File: src/rtl/clk_reset_gen.sv
`timescale 1ns/1ps
`default_nettype none
// ============================================================================
// clk_reset_gen : divides x1 into non-overlapping phi1/phi2 plus clk_out and
//                 releases synchronised core/peripheral resets after a hold.
// Revision      : 1.0
// ============================================================================
module clk_reset_gen #(
   parameter int DIV         = 2,
   parameter int GAP         = 0,
   parameter int SYNC_STAGES = 2,
   parameter int RST_HOLD    = 3
) (
   input  logic x1,
   input  logic resetn_in,
   input  logic clk_stop,
   output logic phi1,
   output logic phi2,
   output logic clk_out,
   output logic reset,
   output logic reset_out,
   output logic clk_stopped
);

   localparam int CNT_W = $clog2(DIV);
   localparam int PER_W = $clog2(RST_HOLD + 1);
   localparam logic [CNT_W-1:0] CNT_LAST = CNT_W'(DIV - 1);

   logic [SYNC_STAGES-1:0] sync_q, sync_d;
   logic [CNT_W-1:0]       cnt_q, cnt_d;
   logic [PER_W-1:0]       per_q, per_d;
   logic                   run_q, run_d;
   logic                   stopped_q, stopped_d;
   logic                   reset_q, reset_d;
   logic                   reset_out_q, reset_out_d;
   logic                   phi1_q, phi1_d;
   logic                   phi2_q, phi2_d;
   logic                   clk_out_q, clk_out_d;
   logic                   wrap;
   logic                   phases_on;
   logic [2:0]             dec;

   // {phi1, phi2, clk_out} for a given phase count
   function automatic logic [2:0] decode(input int c);
      logic [2:0] d;
      d[2] = (c >= GAP) && (c <= DIV/2 - 1);
      d[1] = (c >= DIV/2 + GAP) && (c <= DIV - 1);
      d[0] = (c < DIV/2);
      return d;
   endfunction

   always_comb begin
      sync_d      = {sync_q[SYNC_STAGES-2:0], 1'b1};
      run_d       = run_q;
      cnt_d       = cnt_q;
      per_d       = per_q;
      stopped_d   = stopped_q;
      reset_d     = reset_q;
      reset_out_d = reset_out_q;
      phases_on   = 1'b0;
      wrap        = run_q && !stopped_q && (cnt_q == CNT_LAST);

      if (!run_q) begin
         if (sync_q[SYNC_STAGES-1]) begin
            run_d     = 1'b1;
            cnt_d     = '0;
            phases_on = 1'b1;
         end
      end else if (stopped_q) begin
         if (!clk_stop) begin
            stopped_d = 1'b0;
            cnt_d     = '0;
            phases_on = 1'b1;
         end
      end else if (wrap && clk_stop && !reset_q) begin
         // Stop only replaces a whole period, so no runt pulse can appear
         stopped_d = 1'b1;
         cnt_d     = '0;
      end else begin
         cnt_d     = wrap ? '0 : cnt_q + CNT_W'(1);
         phases_on = 1'b1;
      end

      if (wrap) begin
         if (reset_q) begin
            if (int'(per_q) + 1 >= RST_HOLD) reset_d = 1'b0;
            else                              per_d   = per_q + PER_W'(1);
         end else begin
            reset_out_d = 1'b0;
         end
      end

      dec       = phases_on ? decode(int'(cnt_d)) : 3'b000;
      phi1_d    = dec[2];
      phi2_d    = dec[1];
      clk_out_d = dec[0];
   end

   always_ff @(posedge x1 or negedge resetn_in) begin
      if (!resetn_in) begin
         sync_q      <= '0;
         cnt_q       <= '0;
         per_q       <= '0;
         run_q       <= 1'b0;
         stopped_q   <= 1'b0;
         reset_q     <= 1'b1;
         reset_out_q <= 1'b1;
         phi1_q      <= 1'b0;
         phi2_q      <= 1'b0;
         clk_out_q   <= 1'b0;
      end else begin
         sync_q      <= sync_d;
         cnt_q       <= cnt_d;
         per_q       <= per_d;
         run_q       <= run_d;
         stopped_q   <= stopped_d;
         reset_q     <= reset_d;
         reset_out_q <= reset_out_d;
         phi1_q      <= phi1_d;
         phi2_q      <= phi2_d;
         clk_out_q   <= clk_out_d;
      end
   end

   assign phi1        = phi1_q;
   assign phi2        = phi2_q;
   assign clk_out     = clk_out_q;
   assign reset       = reset_q;
   assign reset_out   = reset_out_q;
   assign clk_stopped = stopped_q;

endmodule
`default_nettype wire

File: config.mk
export PLATFORM = sky130hd
export DESIGN_NAME = clk_reset_gen
export DESIGN_NICKNAME = d
export VERILOG_FILES = /design/src/rtl/clk_reset_gen.sv
export SDC_FILE = /design/constraint.sdc
export NUM_CORES = 1
export LEC_CHECK = 0
export CAP_MARGIN = 0
export CORE_AREA = 2 2 39 41
export DETAILED_ROUTE_END_ITERATION = 12
export DIE_AREA = 0 0 41 43
export PLACE_DENSITY = 0.59
export SETUP_SLACK_MARGIN = 0.2
export SLEW_MARGIN = 10
export SYNTH_ARGS = -nofsm -noshare
export SYNTH_HDL_FRONTEND = slang
export SYNTH_SLANG_ARGS = --single-unit
File: constraint.sdc
create_clock -name x1 -period 1.5 [get_ports x1]
set_input_delay 0.3 -clock x1 [delete_from_list [all_inputs] [get_ports x1]]
set_output_delay 0.3 -clock x1 [all_outputs]
set_load 0.05 [all_outputs]
# [After elaboration in Yosys (flattened, before gate mapping)]
# Index checks and enable logic that the tools add are counted.
[totals] register_bits=12 in_bits=3 out_inout_bits=6
[op_classes] add_sub_neg=3 n_lt_le_gt_ge=4 mux=18 n_bitwise=2 reduce_logical=8
[ops] operator="2-to-1 mux 1 bit" n=17
[ops] operator="logical AND 1 bit" n=4
[ops] operator="adder 2 x 1 -> 3 bit (second input constant)" n=1
[ops] operator=">= comparator 3 x 2 -> 1 bit (second input constant)" n=1
[ops] operator="2-to-1 mux 3 bit" n=1
[ops] operator="AND reduction 3 bit" n=1
[ops] operator="adder 2 x 1 -> 2 bit (second input constant)" n=1
[ops] operator="zero test 1 bit" n=2
[ops] operator="inverter 1 bit" n=2
[ops] operator="AND reduction 2 bit" n=1
[ops] operator="adder 1 bit (second input constant)" n=1
[ops] operator=">= comparator 1 bit (second input constant)" n=1
[ops] operator="less-or-equal comparator 1 bit (second input constant)" n=1
[ops] operator="< comparator 1 bit (second input constant)" n=1

# [Longest topological paths before layout]
[logic_depth] ltp_word=10 ltp_mapped=5 depth_no_buf=5

# [Least setup slack after synthesis]
# No wires, ideal clock.
[synth_timing] kind="reg-to-reg" startpoint="reg stopped_q, in the netlist clk_stopped" endpoint="reg clk_out_q, in the netlist clk_out" setup_ns=0.125 arrival_time_ns=1.174 required_ns=1.375 path_slack_ns=0.201 path_stages_with_launch=4 path_buffers=0 cell_sequence="dfrtp_1 nand2b_1 a21oi_1 mux2_2"
[synth_via] elab_chain_len=10 elab_cells_between_ends=14
[synth_rtl] element="start: declaration" line_no="33" text="logic stopped_q, stopped_d;"
[synth_rtl] element="start signal: assignment" line_no="116" text="stopped_q <= stopped_d;"
[synth_rtl] element="zero test 1 bit" line_no="61" text="wrap = run_q && !stopped_q && (cnt_q == CNT_LAST);"
[synth_rtl] element="logical AND 1 bit (2 in a row)" line_no="61"
[synth_rtl] element="logical AND 1 bit (2 in a row)" line_no="75" text="end else if (wrap && clk_stop && !reset_q) begin"
[synth_rtl] element="2-to-1 mux 1 bit" line_no="75"
[synth_rtl] element="2-to-1 mux 1 bit" line_no="69" text="end else if (stopped_q) begin"
[synth_rtl] element="2-to-1 mux 1 bit" line_no="63" text="if (!run_q) begin"
[synth_rtl] element="< comparator 1 bit" line_no="48" text="d[0] = (c < DIV/2);"
[synth_rtl] element="2-to-1 mux 3 bit (*)" line_no="93" text="dec = phases_on ? decode(int'(cnt_d)) : 3'b000;"
[synth_rtl] element="named net dec[0]" line_no="41" text="logic [2:0] dec;"
[synth_rtl] element="end signal: assignment" line_no="121" text="clk_out_q <= clk_out_d;"
[synth_rtl] element="end: declaration" line_no="38" text="logic clk_out_q, clk_out_d;"
# The timed path passes the listed nets; every way through them passes the cells marked *.
# A chain may end at the register's enable or synchronous reset.

# [Worst setup path in the final report]
[layout_timing] startpoint="reg reset_q, in the netlist reset" endpoint="out reset"
[layout_lines] element="start: declaration" line_no="34" text="logic reset_q, reset_d;"
[layout_lines] element="start signal: assignment" line_no="117" text="reset_q <= reset_d;"
[layout_lines] element="end: declaration" line_no="20" text="output logic reset,"
# No word-level cell between the ends.

==> qor.csv <==
stage,metric,value,unit
routing,vias per std cell,4.48,
grt,Tot GR Track Use,10.8,%
pwr,Leak,0.304,nW
grt,global-route wire length before repair,1160,µm
routing,drt pass-1 iters,2,
clocking,clk buf depth,2,
routing,1st-iter DRT viols,1,
clocking,cts bufs inserted,3,
pwr,Combinational Power Share,38.7,%
setup_path,Worst Path Required,1200,ps
cells_and_area,"Core Util, Final",47.1,%
sta,final setup violating endpoints,0,
sta,Final Slew Violations,0,
pwr,P per Cell Area,1520,nW/µm²
place,GPL Wtd Cong,0.610,
setup_path,Worst path slowest cell,dfstp_2,
pwr,Flop pwr share,41.7,%
sta,Final Hold Fails,0,
pwr,VDD IR max,0.460,mV
sta,RSZ-0062 raised after global routing,no,
clocking,CTS tree,done,
place,Setup WS pre-CTS,252,ps
grt,vias in the first global route,266,
floorplanning,die area,1760,µm²
floorplanning,Die Wd,41,µm
synth,Cells after Synth,38,
cells_and_area,nets@finish,56,
clocking,clock sinks,11,
routing,drc violations,0,
grt,initial antenna violation count,0,
synth,Unique masters post-synth,21,
cells_and_area,Finished Layout Cells,66,
synth,syn_nets,43,
pwr,"Power, Total",0.000992,W
routing,drt total wl,734,µm
hold_path,worst hold path class,reg -> reg,
clocking,CTS root buffer,clkbuf_4,
setup_path,crit-path cells,buf_12,
sta,Final Critical Period,1260,ps
sta,Setup Skew,0.662,ps
routing,WL/cell,11.1,µm
cells_and_area,share of post-route cells with drive strength above 1,34.0,%
floorplanning,Initial Util,33.5,%
clocking,H-tree levels,1,
routing,Routed Antenna Nets,0,
floorplanning,# rows,14,
floorplanning,Die H,43,µm
floorplanning,I/O Pins,9,
sta,Setup TNS,0,ps
routing,via count,296,
synth,Post-Syn Area,464,µm²
synth,synthesized area per cell,12.2,µm²
sta,Final Cycle Share,83.7,%
grt,largest net degree at the start of global routing,12,
synth,synth warn,0,
place,HPWL after DPL,542,µm
setup_path,worst endpoint data arrival time,960,ps
setup_path,Crit path max-delay family,flip-flops,
sta,PnR worst setup slack,244,ps
synth,register area share after synthesis,59.8,%
sta,f_max,0.796,GHz
setup_path,Crit Path Class,reg -> out,
clocking,Clock Pin Slew Worst Setup and Hold Paths,70,ps
synth,Seq cells post-synth,11,
pwr,Clk pwr share,19.6,%
setup_path,crit path max fanout,2,
setup_path,Critical Path End Type,output port,
pwr,internal power,0.000638,W
cells_and_area,post-synthesis to final-layout area growth,40.4,%
cells_and_area,Top Registers,"per_q (2), sync_q (2)",
run,max-cap violations,0,
grt,grt total ovfl,0,
setup_path,worst path bufs/invs,1,
setup_path,startpoint type of the worst setup path,flip-flop,
clocking,clock latency on the worst-skew pair,260,ps
setup_path,Critical Path Max Stage Delay,560,ps
place,PortBufs,8,
floorplanning,total core area,1380,µm²
pwr,Sw Ratio,35.6,%
place,dpl cells,61,
pwr,Psw,0.000353,W
cells_and_area,ANT cells,0,
outcome,outcome,finished clean,
## per-stage QoR
step / instance area (µm²) / hold WS, ps
finish: 652 / 349
global route: 652 / 363
CTS: 651 / 352
detailed placement: 617 / 336
global placement: 617 / 331
floorplan: 464 / 4.41
## layout make-up
cell class	instances	area [µm²]
fill	134	732
sequential	11	279
multi-input combinational	22	164
timing repair buffer	9	148
clock buffer	4	26.3
tap	16	20.0
inverter	4	15.0
## power groups by stage
stage | sequential (W) | combinational (W) | clock (W)
after floorplan | 0.000490 | 0.000117 | 0
after CTS | 0.000413 | 0.000389 | 0.000204
final | 0.000413 | 0.000384 | 0.000194
after global placement | 0.000416 | 0.000384 | 0
after global routing | 0.000420 | 0.000407 | 0.000223
after detailed placement | 0.000418 | 0.000388 | 0
## cells by family (layout without fill, tap and decap cells)
logic type / count (synthesis) / in the layout / share of synthesized area, %
flip-flops: 11 / 11 / 59.8
AO/OA/AOI/OAI: 6 / 6 / 8.36
other: 1 / 1 / 0.808
XOR/XNOR: 1 / 1 / 1.89
AND/OR/NAND/NOR: 10 / 10 / 14.3
buffers and inverters: 5 / 17 / 4.85
multiplexers: 2 / 2 / 4.58
adder cells (fa/ha/maj): 2 / 2 / 5.39
## synthesized netlist by cell type, drive strengths merged
| cell type | instances | area share [%] |
|---|---|---|
| a21o | 1 | 1.6 |
| a21oi | 2 | 2.2 |
| a31oi | 1 | 1.3 |
| and2b | 1 | 1.6 |
| buf | 1 | 1.6 |
| conb | 1 | 0.81 |
| dfrtp | 9 | 49 |
| dfstp | 2 | 11 |
| ha | 2 | 5.4 |
| inv | 4 | 3.2 |
| mux2 | 1 | 2.4 |
| mux2i | 1 | 2.2 |
| nand2 | 2 | 1.6 |
| nand2b | 1 | 1.3 |
| nand3 | 1 | 1.1 |
| nand4 | 1 | 2.7 |
| nor2 | 2 | 1.6 |
| nor2b | 1 | 3.0 |
| o21a | 2 | 3.2 |
| or2 | 1 | 1.3 |
| xnor2 | 1 | 1.9 |
## final timing paths
check	start	to	slack, ps	cells after the start
setup / recovery	reset	reset	240	1
hold / removal	sync_q[0]	sync_q[1]	350	0
setup reg to reg	per_q[0]	per_q[0]	290	5
hold reg to reg	sync_q[0]	sync_q[1]	350	0
max in group asynchronous	resetn_in	clk_stopped	770	1
min in group asynchronous	resetn_in	cnt_q	370	1
## layout by cell type (no fill, tap or decap)
cell type,n
mux2i_1,1
nor2b_4,1
buf_4,1
clkbuf_1,1
dfrtp_1,8
mux2_2,1
inv_1,4
nor2_1,2
xnor2_1,1
o21a_1,2
nand2b_1,1
a31oi_1,1
dfrtp_2,1
a21oi_1,2
buf_12,6
clkbuf_4,3
nand3_1,1
nand2_1,2
and2b_1,1
dfstp_2,2
ha_1,2
conb_1,1
clkdlybuf4s50_1,2
nand4_2,1
a21o_1,1
or2_2,1
## metal layers
metal  up-vias  part of all wire [%]  wire length, µm  track usage (%)
met2         6                    49              358             15.0
li1        149                     -                -                -
met1       141                    46              335             11.4
met5         -                     0                0                0
met4         0                     0                0             6.00
met3         0                   5.4               40             7.85
## what timing repair did
action                                  4_1_cts  5_1_grt
gates cloned                                  0        0
gates resized for setup                       0        1
endpoints found under the setup margin        1        1
hold buffers                                  0        0
buffers inserted                              1        0
Note: power is estimated with default switching activity, not from simulation.
